**src/rtl/hamming_enco_stream_if.sv**
```systemverilog
// Block-in / codeword-out bus of the Hamming(21,16) stream encoder.
// Both channels transfer on a clock edge where valid and ready are both high; valid never depends on ready.
interface hamming_enco_stream_if #(
    parameter int NUM_WORDS = 4
);
    logic                   in_valid;
    logic                   in_ready;
    logic [1:16*NUM_WORDS]  in_data;
    logic [1:5]             inj_pos;
    logic                   out_valid;
    logic                   out_ready;
    logic [1:21]            out_code;
    logic                   out_last;
    logic                   state_dbg;

    modport master (
        output in_valid, in_data, inj_pos, out_ready,
        input  in_ready, out_valid, out_code, out_last, state_dbg
    );

    modport slave (
        input  in_valid, in_data, inj_pos, out_ready,
        output in_ready, out_valid, out_code, out_last, state_dbg
    );
endinterface

```
**src/rtl/hamming_enco_stream.sv**
```systemverilog
// Splits a latched block into 16-bit words and emits one registered even-parity
// Hamming(21,16) codeword per word, with an optional per-block single-bit flip.
module hamming_enco_stream #(
    parameter int NUM_WORDS = 4
) (
    input logic                   clk,
    input logic                   rst,
    hamming_enco_stream_if.slave  bus
);
    localparam int CW = (NUM_WORDS > 1) ? $clog2(NUM_WORDS) : 1;
    localparam int BW = 16 * NUM_WORDS;
    localparam logic [CW-1:0] LAST_IDX = CW'(NUM_WORDS - 1);

    typedef enum logic {IDLE = 1'b0, SEND = 1'b1} state_t;

    state_t          state_q, state_d;
    logic [CW-1:0]   cnt_q, cnt_d;
    logic [1:BW]     blk_q, blk_d;
    logic [1:5]      inj_q, inj_d;
    logic [1:21]     code_q, code_d;

    // Index of every vector is the Hamming position, so parity lists read straight off the position bits.
    function automatic logic [1:21] encode(input logic [1:16] d, input logic [1:5] inj);
        logic [1:21] c;
        c        = '0;
        c[3]     = d[1];
        c[5:7]   = d[2:4];
        c[9:15]  = d[5:11];
        c[17:21] = d[12:16];
        c[1]  = c[3] ^ c[5] ^ c[7] ^ c[9] ^ c[11] ^ c[13] ^ c[15] ^ c[17] ^ c[19] ^ c[21];
        c[2]  = c[3] ^ c[6] ^ c[7] ^ c[10] ^ c[11] ^ c[14] ^ c[15] ^ c[18] ^ c[19];
        c[4]  = c[5] ^ c[6] ^ c[7] ^ c[12] ^ c[13] ^ c[14] ^ c[15] ^ c[20] ^ c[21];
        c[8]  = ^c[9:15];
        c[16] = ^c[17:21];
        for (int p = 1; p <= 21; p++) begin
            if (int'(inj) == p) c[p] = ~c[p];
        end
        return c;
    endfunction

    function automatic logic [1:16] select_word(input logic [1:BW] blk, input logic [CW-1:0] idx);
        logic [1:16] w;
        w = '0;
        for (int i = 0; i < NUM_WORDS; i++) begin
            if (idx == CW'(i)) w = blk[1+16*i +: 16];
        end
        return w;
    endfunction

    always_ff @(posedge clk) begin
        if (rst) begin
            state_q <= IDLE;
            cnt_q   <= '0;
            blk_q   <= '0;
            inj_q   <= '0;
            code_q  <= '0;
        end else begin
            state_q <= state_d;
            cnt_q   <= cnt_d;
            blk_q   <= blk_d;
            inj_q   <= inj_d;
            code_q  <= code_d;
        end
    end

    always_comb begin
        state_d = state_q;
        cnt_d   = cnt_q;
        blk_d   = blk_q;
        inj_d   = inj_q;
        code_d  = code_q;
        case (state_q)
            IDLE: begin
                if (bus.in_valid) begin
                    blk_d   = bus.in_data;
                    inj_d   = bus.inj_pos;
                    cnt_d   = '0;
                    code_d  = encode(bus.in_data[1:16], bus.inj_pos);
                    state_d = SEND;
                end
            end
            SEND: begin
                // Without a handshake nothing moves, which keeps the codeword stable under backpressure.
                if (bus.out_ready) begin
                    if (cnt_q == LAST_IDX) begin
                        state_d = IDLE;
                    end else begin
                        cnt_d  = cnt_q + 1'b1;
                        code_d = encode(select_word(blk_q, cnt_q + 1'b1), inj_q);
                    end
                end
            end
            default: state_d = IDLE;
        endcase
    end

    always_comb begin
        bus.in_ready  = (state_q == IDLE);
        bus.out_valid = (state_q == SEND);
        bus.out_last  = (state_q == SEND) && (cnt_q == LAST_IDX);
        bus.out_code  = code_q;
        bus.state_dbg = state_q;
    end
endmodule

```
**src/flat_wrapper.sv**
```systemverilog
// flat-port wrapper written by rule: the top's interface ports become plain ports
module hamming_enco_stream_flat 
#(
    parameter int NUM_WORDS = 4
)
  (clk, rst, bus_in_valid, bus_in_data, bus_inj_pos, bus_out_ready, bus_in_ready, bus_out_valid, bus_out_code, bus_out_last, bus_state_dbg);
  hamming_enco_stream_if #(.NUM_WORDS(NUM_WORDS)) bus_i ();
  input logic clk;
  input logic rst;
  input wire logic [$bits(bus_i.in_valid)-1:0] bus_in_valid;
  input wire logic [$bits(bus_i.in_data)-1:0] bus_in_data;
  input wire logic [$bits(bus_i.inj_pos)-1:0] bus_inj_pos;
  input wire logic [$bits(bus_i.out_ready)-1:0] bus_out_ready;
  output wire logic [$bits(bus_i.in_ready)-1:0] bus_in_ready;
  output wire logic [$bits(bus_i.out_valid)-1:0] bus_out_valid;
  output wire logic [$bits(bus_i.out_code)-1:0] bus_out_code;
  output wire logic [$bits(bus_i.out_last)-1:0] bus_out_last;
  output wire logic [$bits(bus_i.state_dbg)-1:0] bus_state_dbg;
  assign bus_i.in_valid = bus_in_valid;
  assign bus_i.in_data = bus_in_data;
  assign bus_i.inj_pos = bus_inj_pos;
  assign bus_i.out_ready = bus_out_ready;
  assign bus_in_ready = bus_i.in_ready;
  assign bus_out_valid = bus_i.out_valid;
  assign bus_out_code = bus_i.out_code;
  assign bus_out_last = bus_i.out_last;
  assign bus_state_dbg = bus_i.state_dbg;
  hamming_enco_stream #(.NUM_WORDS(NUM_WORDS)) u_core (.clk(clk), .rst(rst), .bus(bus_i));
endmodule
```
**config.mk**
```make
export PLATFORM = sky130hd
export DESIGN_NAME = hamming_enco_stream_flat
export DESIGN_NICKNAME = d
export VERILOG_FILES = /design/src/rtl/hamming_enco_stream_if.sv /design/src/rtl/hamming_enco_stream.sv /design/src/flat_wrapper.sv
export SDC_FILE = /design/constraint.sdc
export NUM_CORES = 1
export LEC_CHECK = 0
export CORE_ASPECT_RATIO = 1.75
export CORE_MARGIN = 2
export CORE_UTILIZATION = 48
export CTS_CLUSTER_DIAMETER = 50
export DETAILED_ROUTE_END_ITERATION = 8
export PLACE_DENSITY = 0.77
export REMOVE_ABC_BUFFERS = 1
export SLEW_MARGIN = 20
export SYNTH_ARGS = -nofsm -noshare
export SYNTH_HDL_FRONTEND = slang
export SYNTH_SLANG_ARGS = --single-unit
```
**constraint.sdc**
```tcl
create_clock -name clk -period 2.41 [get_ports clk]
set_clock_uncertainty 0.1 [all_clocks]
set_input_delay 0.482 -clock clk [delete_from_list [all_inputs] [get_ports clk]]
set_output_delay 0.482 -clock clk [all_outputs]
set_load 0.05 [all_outputs]
```
; ---- Yosys cells after proc, flatten, opt, wreduce, memory -nomap -nowiden
; Cells that the tools add are included.
[word_totals]
register_bits = 93
out_inout_bits = 25
[classes]
n_addsub = 1
n_bitwise = 93
n_eq_ne = 49
n_reduce_logical = 8
n_mux = 61
[ops]
columns = op, count
row1 = $eq 5x5->1 const B, 28
row2 = $mux 16, 7
row3 = $mux 21, 3
row4 = $xor 1x1->1, 50
row5 = $mux 1, 45
row6 = $not 1->1, 43
row7 = $pmux 21 s2, 1
row8 = $eq 5x4->1 const B, 8
row9 = $eq 5x3->1 const B, 4
row10 = $reduce_xor 7->1, 2
row11 = $eq 5x2->1 const B, 2
row12 = $reduce_xor 5->1, 2
row13 = $eq 2x2->1 const B, 3
row14 = $mux 2, 3
row15 = $ne 2x2->1 const B, 3
row16 = $pmux 2 s2, 1
row17 = $reduce_and 3->1, 1
row18 = $add 2x1->2 const B, 1
row19 = $eq 2x1->1 const B, 1
row20 = $logic_not 2->1, 1
row21 = $pmux 1 s2, 1
row22 = $reduce_and 2->1, 1
row23 = $logic_and 1x1->1, 1

; ---- Longest topological paths before layout
[logic_depth]
ltp_word = 23
depth_mapped = 11
mapped_depth_nobuf = 9

; ---- Worst setup path before layout
; No wires, ideal clock.
[synth_path]
kind = reg-to-reg
startpoint = register u_core.cnt_q[0]
endpoint = register u_core.code_q (netlist bit u_core.bus.out_code[2])
required_ns = 2.231
arrival_time_ns = 2.198
path_stages_with_launch = 10
slack_ns = 0.033
n_path_buf = 1
setup_ns = 0.079
path_cell_list = dfxtp_1 > inv_1 > ha_1 > buf_6 > a221o_1 > a22oi_2 > xnor3_1 > xnor2_1 > xnor2_1 > a211oi_2
[synth_between]
elab_chain_len = 22
[synth_lines]
columns = element, line_no
row1 = "start, declared", hamming_enco_stream.sv:17  ; logic [CW-1:0] cnt_q, cnt_d;
row2 = "start signal, assigned", hamming_enco_stream.sv:59  ; cnt_q <= cnt_d;
row3 = $add 2x1->2, hamming_enco_stream.sv:89  ; code_d = encode(select_word(blk_q, cnt_q + 1'b1), inj_q);
row4 = $logic_not 2->1, hamming_enco_stream.sv:45  ; if (idx == CW'(i)) w = blk[1+16*i +: 16];
row5 = $mux 16 (4 in series), hamming_enco_stream.sv:45
row6 = $mux 16, hamming_enco_stream.sv:85  ; if (cnt_q == LAST_IDX) begin
row7 = $mux 16, hamming_enco_stream.sv:84  ; if (bus.out_ready) begin
row8 = $mux 16, hamming_enco_stream.sv:72  ; case (state_q)
row9 = $xor 1x1->1 (8 in series), hamming_enco_stream.sv:31  ; c[2] = c[3] ^ c[6] ^ c[7] ^ c[10] ^ c[11] ^ c[14] ^ c[15] ^ c[18] ^ c[19];
row10 = $not 1->1, hamming_enco_stream.sv:36  ; if (int'(inj) == p) c[p] = ~c[p];
row11 = $mux 1, hamming_enco_stream.sv:36
row12 = $mux 21, hamming_enco_stream.sv:85
row13 = $mux 21, hamming_enco_stream.sv:84
row14 = $pmux 21 s2, hamming_enco_stream.sv:72
row15 = "end signal, assigned", hamming_enco_stream.sv:62  ; code_q <= code_d;
row16 = "end, declared", hamming_enco_stream.sv:20  ; logic [1:21] code_q, code_d;
; Parallel ways exist; a longest one is shown, timed or not. The select of a mux whose other input is x is not followed.
; A chain may end at the register's enable or synchronous reset.

; ---- Final worst setup path
[layout_path]
startpoint = register u_core.cnt_q[1]
endpoint = register u_core.code_q (netlist bit u_core.bus.out_code[2])
; The elaborated chain is that of the path after synthesis.

==> impl_metrics.json <==
{
  "status": "finished with violations",
  "violations": "setup timing",
  "max_cap_violations": 0,
  "grtUsageMet2_pct": 51.8,
  "synth_cell_types": 42,
  "power_density_mw_per_mm2": 607,
  "synth_seq_cells": 93,
  "htreeDepth": 3,
  "setup_slack_ns": -0.0134,
  "initial_core_util_pct": 49.6,
  "synthesis.area_per_instance_um2": 7.74,
  "cp-end-kind": "register",
  "hold_viol_final": 0,
  "crit_top_cell": "xnor2_1",
  "hold-worst-slack_ns": 0.352,
  "overflow": 0,
  "finalPower_w": 0.00459,
  "clkTransAtPathRegs_ns": 0.07,
  "hold_buffers": 0,
  "cellLeakagePower_nw": 2.84,
  "grt_max_degree": 74,
  "slew_viol_final": 0,
  "rsz0062_at_grt": "true",
  "dp.final_hpwl_mm": 12.5,
  "globalplace.congestion": 0.940,
  "synth_fa_ha_area_share_pct": 0.939,
  "clock_latency_ns": 0.34,
  "min-delay-start": "u_core.blk_q[37]",
  "tightest_slew_ns": 0.552,
  "nNetsFinal": 917,
  "chipHeight_um": 143,
  "clockBufferDepth": 2,
  "slowest_delay_ns": 0.43,
  "synth_top_family_by_area": "simple AND/OR/NAND/NOR gates",
  "fmax_mhz": 413,
  "placementRows": 50,
  "max_slew_margin_pct": 63.2,
  "die_x_um": 83.7,
  "crit_chain": "inv_4 > ha_4 > buf_4 > nor2b_4 > a221o_1 > a22oi_2 > xnor3_1 > xnor2_1 > xnor2_1 > a211oi_2",
  "crit_path_start_kind": "register",
  "synth_xor_xnor_area_share_pct": 15.9,
  "ant_nets": 0,
  "ir_worst_vdd_mv": 0.405,
  "io_pins": 98,
  "hold_class": "register to register",
  "synth_flop_cell": "dfxtp_1",
  "path_class": "register to register",
  "synth_compound_area_share_pct": 18.1,
  "yosys.area_share.simple_pct": 24.2,
  "finalWirelength_mm": 16.9,
  "crit_buf_inv": 2,
  "antenna_cells": 0,
  "arrival_ns": 2.58,
  "synth_edf_count": 0,
  "crit_path_top_delay_cell": "xnor3_1",
  "final_common_cell": "nand2_1",
  "drc": 0,
  "cpLargestDelayFamily": "XOR/XNOR gates",
  "grt_use_total_pct": 27.9,
  "antenna_found_initial": 0,
  "critPathLaunch": "u_core.cnt_q[1]",
  "cp_data_required_time_ns": 2.57,
  "io_buffers": 97,
  "synth.cell_area_mm2": 0.00533,
  "avgRoutedWirePerCell_um": 17.3,
  "async_flop_share_pct": 0,
  "dieArea_mm2": 0.0120,
  "gr-usage-met1_pct": 29.7,
  "syn-instance-count": 689,
  "groute.layer.met3.usage_pct": 3.96,
  "drt-pass1-iter-count": 6,
  "rr_startpoint": "u_core.cnt_q[1]",
  "drive_above_1_share_pct": 18.9,
  "ys_seq_area_share_pct": 34.9,
  "cts_made_buffers": 9,
  "vias_per_cell": 5.48,
  "cts_tree": "done",
  "final_cell_mix": "nand2_1 (181), clkdlybuf4s50_1 (92), a21oi_1 (91), dfxtp_1 (91), buf_4 (82)",
  "muxShareOfSynthArea_pct": 0.751,
  "busiest_layer": "met2",
  "coreArea_mm2": 0.0108,
  "grt_pass1_wl_mm": 26.5,
  "cts_sinks": 93,
  "crit_fanout": 5,
  "post-route-period-util_pct": 101,
  "period_needed_ns": 2.42,
  "first_iter_violations": 381,
  "grt_pass1_vias": 5368,
  "area_growth_pct": 41.8,
  "vias": 5340,
  "yosys_warnings": 0,
  "setup_viol": 1,
  "clockRootBuffer": "clkbuf_16"
}
flip-flops by register name, indices dropped and copies added, names as in the netlist:
| name | count |
|---|---|
| u_core.cnt_q | 2 |
| u_core.bus.out_valid | 1 |
| u_core.inj_q | 5 |
| u_core.blk_q | 64 |
| u_core.bus.out_code | 21 |
cells in the mapped netlist, types with 3 or more instances:
cell | count | area [um^2]
a211oi_1 | 15 | 113
a211oi_2 | 10 | 125
a21oi_1 | 93 | 465
a221o_1 | 5 | 50.1
a22oi_2 | 4 | 50.1
and3b_1 | 3 | 26.3
buf_1 | 3 | 11.3
buf_2 | 3 | 15.0
buf_4 | 5 | 37.5
buf_6 | 4 | 45.0
clkbuf_1 | 36 | 135
dfxtp_1 | 93 | 1860
ha_1 | 4 | 50.1
inv_1 | 9 | 33.8
mux2i_1 | 4 | 40.0
nand2_1 | 182 | 683
nand2b_1 | 5 | 31.3
nand3_1 | 12 | 60.1
nand3b_1 | 11 | 82.6
nor2_1 | 31 | 116
nor2b_1 | 15 | 93.8
nor3_1 | 10 | 50.1
nor3b_1 | 11 | 82.6
o211ai_1 | 8 | 60.1
o22ai_1 | 3 | 18.8
xnor2_1 | 61 | 534
xor2_1 | 29 | 254
what timing repair did:
item | in CTS | in global routing
pin swaps | 14 | 15
setup endpoints to repair | 7 | 5
gates resized for setup | 30 | 24
buffers inserted | 2 | 5
cloned | 1 | 0
worst paths after layout:
check,cells past startpoint,slack (ns),end
hold / removal,2,0.35,u_core.blk_q[37]
setup / recovery,10,-0.01,u_core.bus.out_code[2]
hold reg to reg,2,0.35,u_core.blk_q[37]
setup reg to reg,10,-0.01,u_core.bus.out_code[2]
final cells by class:
| cell class | instances | area, um^2 |
|---|---|---|
| Clock buffer | 11 | 253 |
| Timing Repair Buffer | 191 | 1810 |
| Inverter | 9 | 38.8 |
| Fill cell | 870 | 3200 |
| Multi-Input combinational cell | 536 | 3390 |
| Tap cell | 130 | 163 |
| Clock inverter | 5 | 35.0 |
| Sequential cell | 93 | 1870 |
per-stage QoR:
step / std cells / util, % / setup TNS (ns) / setup WS, ns / cell area [um^2]
finish: 975 / 70.3 / -0.0134 / -0.0134 / 7560
global route: 975 / 70.3 / -0.234 / -0.154 / 7560
CTS: 970 / 68.8 / 0 / 0.00853 / 7400
detailed placement: 951 / 64.7 / -0.562 / -0.147 / 6960
global placement: 951 / 64.7 / -0.200 / -0.0812 / 6960
floorplan: 638 / - / -166.68 / -2.64 / 5090
per-layer routing:
layer / vias to the layer above / wire length, um
li1: 2590 / -
met1: 2508 / 6360
met2: 187 / 9120
met3: 55 / 642
met4: 0 / 785
met5: - / 0
cell families after synthesis:
kind of cell               Yosys count
muxes                                4
xor gates and xnor gates            93
and+or+nand+nor                    288
adders and majority gates            4
buffers and inverters               60
DFF                                 93
AOI/OAI and AO/OA                  147
worst min-delay path, cell delays in order, from the launching register on:
cell and delay [ns]:
dfxtp_1 0.31, nand2_1 0.05, a21oi_1 0.05
power breakdown:
group	leakage, nW	total [W]	internal, W	switching [W]
combinational	1.94	0.00149	0.000726	0.000764
clock	0.141	0.00137	0.000756	0.000617
sequential	0.766	0.00173	0.00164	0.0000844
(Power assumes the default switching activity.)
==> RTL change 1: new RTL, same flow settings <==
`NUM_WORDS` is set to 4 in 3 places; all go to 8.
--- a/src/rtl/hamming_enco_stream_if.sv
+++ b/src/rtl/hamming_enco_stream_if.sv
@@ -1,7 +1,7 @@
 // Block-in / codeword-out bus of the Hamming(21,16) stream encoder.
 // Both channels transfer on a clock edge where valid and ready are both high; valid never depends on ready.
 interface hamming_enco_stream_if #(
-    parameter int NUM_WORDS = 4
+    parameter int NUM_WORDS = 8
 );
     logic                   in_valid;
     logic                   in_ready;
--- a/src/rtl/hamming_enco_stream.sv
+++ b/src/rtl/hamming_enco_stream.sv
@@ -1,7 +1,7 @@
 // Splits a latched block into 16-bit words and emits one registered even-parity
 // Hamming(21,16) codeword per word, with an optional per-block single-bit flip.
 module hamming_enco_stream #(
-    parameter int NUM_WORDS = 4
+    parameter int NUM_WORDS = 8
 ) (
     input logic                   clk,
     input logic                   rst,
--- a/src/flat_wrapper.sv
+++ b/src/flat_wrapper.sv
@@ -1,7 +1,7 @@
 // flat-port wrapper written by rule: the top's interface ports become plain ports
 module hamming_enco_stream_flat 
 #(
-    parameter int NUM_WORDS = 4
+    parameter int NUM_WORDS = 8
 )
   (clk, rst, bus_in_valid, bus_in_data, bus_inj_pos, bus_out_ready, bus_in_ready, bus_out_valid, bus_out_code, bus_out_last, bus_state_dbg);
   hamming_enco_stream_if #(.NUM_WORDS(NUM_WORDS)) bus_i ();
Interface: changed (resized bus_in_data); port bits go from 98 to 162. The function was not compared with the original's and may differ.
==> RTL change 1 against the unedited design <==
  * The run still ends with setup timing left
  * Area after synthesis rose by 57%
  * Maximum frequency down 15%
  * Non-clock buffer count grew 113
  * Design area grew 67%
  * Largest power group unchanged
  * Largest cell class unchanged
  * First-iteration DRC count up 82%
  * Sequential cell count is 65 higher
  * Sequential power up 69%
  * Total power is 63% higher
  * Routed wire length grew 83%
  * Hold slack worse by 19 ps
  * Critical path type unchanged
  * Setup slack worse by 420 ps
==> RTL change 1: results <==
status:
  outcome: "finished, violations left"
  violations: "setup timing"
grt:
  met2_usage_pct: 57.2
  use_met3_pct: 5.49
  grt.met1_usage_pct: 33.1
  grt_first_pass_wirelength_mm: 45.7
  grt_max_degree: 66
  grtUsageTotal_pct: 31.3
  first_global_vias: 8939
sta:
  setup_slack_ps: -429
  setup_viol: 16
  tightestPinTransition_ps: 519
critical_path:
  crit_end: "u_core.bus.out_code[1]"
  reg2reg_depth: 12
  cp.arrival_ps: 3100
  worstPathMaxFanout: 6
power:
  pg_clk_w: 0.00261
  swShare_pct: 32.1
  ir_drop_mv: 0.416
  pg_seq_w: 0.00292
  clkPwrFrac_pct: 34.8
  power_leakage_nw: 4.75
worst_hold_path:
  min_from: "rst"
  min_to: "u_core.bus.out_code[15]"
  hp-class: "in -> reg"
drt:
  routed_wl_mm: 30.9
  wl_met3_mm: 2.15
  route.met2.wl_mm: 16.2
  wl_met1_mm: 10.5
  drt-initial-drc-count: 693
  firstDrtPassIters: 7
  vias_per_cell: 5.79
clocking:
  cts_buffers: 17
  clock_insertion_delay_worst_skew_ps: 440
  htreeDepth: 4
synthesis:
  synth_commonest_cells: "341 x nand2_1, 178 x a21oi_1, 158 x dfxtp_1"
  synth_fa_ha_area_share_pct: 0.896
  postSynthCellCount: 1124
  ys_top_cells_by_area: "dfxtp_1 38%, nand2_1 15%, a21oi_1 11%, xnor2_1 6.4%, clkbuf_1 2.6%"
  synthXorXnorAreaFrac_pct: 10.2
  yosysUniqueCellTypes: 64
  synth-seq-area-share_pct: 37.7
  synth_compound_area_share_pct: 21.3
  synth_mux_area_share_pct: 0.269
  synthArstFlopShare_pct: 0
place:
  place.gp.congestion: 0.938
  dp.cells: 1540
  placed_area_mm2: 0.0109
  pre_cts_ws_ps: -523
  dpl.hpwl_mm: 20.1
  port-buffer-count: 161
layout:
  layout.cells.non_filler: 1600
  fin_nets: 1503
  drive_above_1_share_pct: 21.1
  fin_util_pct: 74.2
  largest_reg_flops: 128
  fillers: 1209
==> RTL change 1: metrics by stage <==
stage                     hold slack [ps]  setup TNS (ps)
after detailed placement              343           -5210
final                                 333           -2600
after floorplan                       325         -596490
after CTS                             329           -1680
after global routing                  358           -3600
after global placement                338           -3860
==> RTL change 1: critical path: stages (launching register included) <==
cell and delay [ps]:
dfxtp_4 380, ha_4 170, ha_4 230, buf_8 140, buf_16 140, a21oi_2 190
o21ai_1 170, o22ai_4 310, xnor2_2 150, xnor3_1 260, xnor2_1 180, xnor2_1 110
a211oi_2 230
==> RTL change 1: timing repair <==
item	4_1_cts	5_1_grt
setup endpoints to repair	20	21
gates resized for setup	109	65
cloned	3	1
pin swaps	53	42
buffers inserted	20	11
==> RTL change 1: cell type report <==
type                       count  area share (%)
clock buffer                  17            3.37
clock inverter                15            1.01
inverter                      13           0.465
multi-input combinational    866            43.2
sequential                   158            25.1
tap                          227            2.25
timing repair buffer         304            24.7
==> RTL change 2: new RTL, same flow settings <==
Without the edit above. Make the reset (`rst`) asynchronous in one clocked block.
--- a/src/rtl/hamming_enco_stream.sv
+++ b/src/rtl/hamming_enco_stream.sv
@@ -47,7 +47,7 @@
         return w;
     endfunction
 
-    always_ff @(posedge clk) begin
+    always_ff @(posedge clk or posedge rst) begin
         if (rst) begin
             state_q <= IDLE;
             cnt_q   <= '0;
Formal check against the unedited RTL: differs if rst is asserted again (counterexample within 4 cycles, from zero or initial values and one cycle with rst high); with rst held inactive, the same outputs for 4 cycles.
==> RTL change 2 against the unedited design <==
  * The flow finishes with violations (DRC, setup timing)
  * Design area up 7.6%
  * Utilization up 0.39 points
  * Hold slack better by 15 ps
  * Sequential cell count unchanged
  * Routed wire length up 4.1%
  * Area after synthesis up 5.5%
  * Setup slack worse by 220 ps
  * Largest cell class unchanged
  * Highest routed layer unchanged
Power is not compared: it rests on default switching activity, and its combinational part moved more than twofold at a synthesized area within 25%.
==> RTL change 2: results <==
clocking:
  clock_insertion_delay_worst_skew_ps: 360
  clockBufferDepth: 2
  cts_buffers: 9
grt:
  first_global_vias: 5423
  grtUsageTotal_pct: 27.5
  grt_first_pass_wirelength_mm: 26.7
  grt_max_degree: 94
synthesis:
  ys_top_cells_by_area: "dfrtp_1 41%, nand2_1 17%, xnor2_1 9.8%, xor2_1 3.9%, o21ai_0 3.2%"
  yosysWarnings: 0
  synthArstFlopShare_pct: 100
  synth-seq-area-share_pct: 41.4
  synth_commonest_cells: "252 x nand2_1, 93 x dfrtp_1, 63 x xnor2_1"
  synth_fa_ha_area_share_pct: 0.890
  ys.flop_type: "dfrtp_1"
  synth_mux_area_share_pct: 0.534
  synth_compound_area_share_pct: 11.5
  synthXorXnorAreaFrac_pct: 15.5
  yosysUniqueCellTypes: 44
  postSynthCellCount: 668
drt:
  drt-initial-drc-count: 303
  drcViolationCount: 6
  firstDrtPassIters: 9
  post_drt_wl_per_cell_um: 17.7
  routed_wl_mm: 17.6
critical_path:
  slowest_stage: "dfrtp_1"
  max_stage_delay_ps: 410
  worstPathMaxFanout: 4
  cp.arrival_ps: 2810
  reg2reg_depth: 11
  path_delay_family: "XOR/XNOR gates"
sta:
  setup_slack_ps: -235
  setup_viol: 5
  tightestPinTransition_ps: 528
layout:
  fin_nets: 930
  top_register: "u_core.blk_q"
  largest_reg_flops: 64
  drive_above_1_share_pct: 22.8
place:
  dp.cells: 960
  port-buffer-count: 97
  dpl.hpwl_mm: 12.8
  place.gp.congestion: 0.992
  pre_cts_ws_ps: -216
power:
  ir_drop_mv: 1.16
  power_leakage_nw: 3.70
status:
  violations: "DRC, setup timing"
  outcome: "finished, violations left"
## RTL change 2: cell types whose count changed after synthesis, moves of 12 or more
| cell | before | now |
|---|---|---|
| nand2_1 | 182 | 252 |
| nor2_1 | 31 | 19 |
| a21oi_1 | 93 | 15 |
| o21ai_0 | 2 | 36 |
| dfrtp_1 | 0 | 93 |
| dfxtp_1 | 93 | 0 |
## RTL change 2: power groups by stage
| stage | registers [W] | logic (W) | clock network [W] |
|---|---|---|---|
| after floorplan | 0.00338 | 0.00497 | 0 |
| after global placement | 0.00281 | 0.00856 | 0 |
| after detailed placement | 0.00286 | 0.00879 | 0 |
| after CTS | 0.00284 | 0.00928 | 0.00137 |
| after global routing | 0.00294 | 0.0112 | 0.00143 |
| final | 0.00288 | 0.0105 | 0.00136 |
## RTL change 2: cell families after synthesis
logic type,Yosys count
XOR/XNOR,93
flip-flops,93
buffers and inverters,51
AO/OA/AOI/OAI,85
adder cells (fa/ha/maj),4
multiplexers,3
AND/OR/NAND/NOR,339
## RTL change 2: worst paths after layout
check	start	endpoint	slack (ps)
max	u_core.cnt_q[1]	u_core.bus.out_code[1]	-240
min	u_core.blk_q[34]	u_core.blk_q[34]	370
max reg2reg	u_core.cnt_q[1]	u_core.bus.out_code[1]	-240
min reg2reg	u_core.blk_q[34]	u_core.blk_q[34]	370
max in group asynchronous	rst	u_core.cnt_q[0]	1350
min in group asynchronous	rst	u_core.blk_q[40]	440
## RTL change 2: layout make-up
class                      instances  area [um2]
timing repair buffer             214        2000
inverter                          11        45.0
multi-input combinational        524        3330
clock inverter                     7        48.8
fill                             875        3380
sequential                        93        2330
tap                              135         169
clock buffer                       9         225
## RTL change 2: per-layer routing
metal / global-route usage [%] / wire length [um] / vias to the layer above
met2: 50.9 / 9540 / 209
li1: - / - / 2509
met3: 4.38 / 838 / 59
met1: 29.9 / 6400 / 2563
met4: 12.5 / 827 / 0
met5: 0 / 0 / -
## RTL change 2: timing repair
action,CTS,global route
setup buffers,7,9
setup endpoints to repair,6,12
hold endpoints to repair,0,0
gates resized for setup,22,36
pin swaps,15,16
cloned,0,1
## RTL change 2: metrics by stage
stage          setup TNS [ps]  instance area, um2
3_5_place_dp             -777                7410
5_1_grt                 -1450                8140
4_1_cts                  -517                7850
6_report                 -759                8140
3_3_place_gp             -401                7410
2_1_floorplan         -234520                5430
## RTL change 2: worst min-delay path, stage by stage (launching register included)
cell and delay [ps]:
dfrtp_1 330, nand2_1 50, nand2_1 50
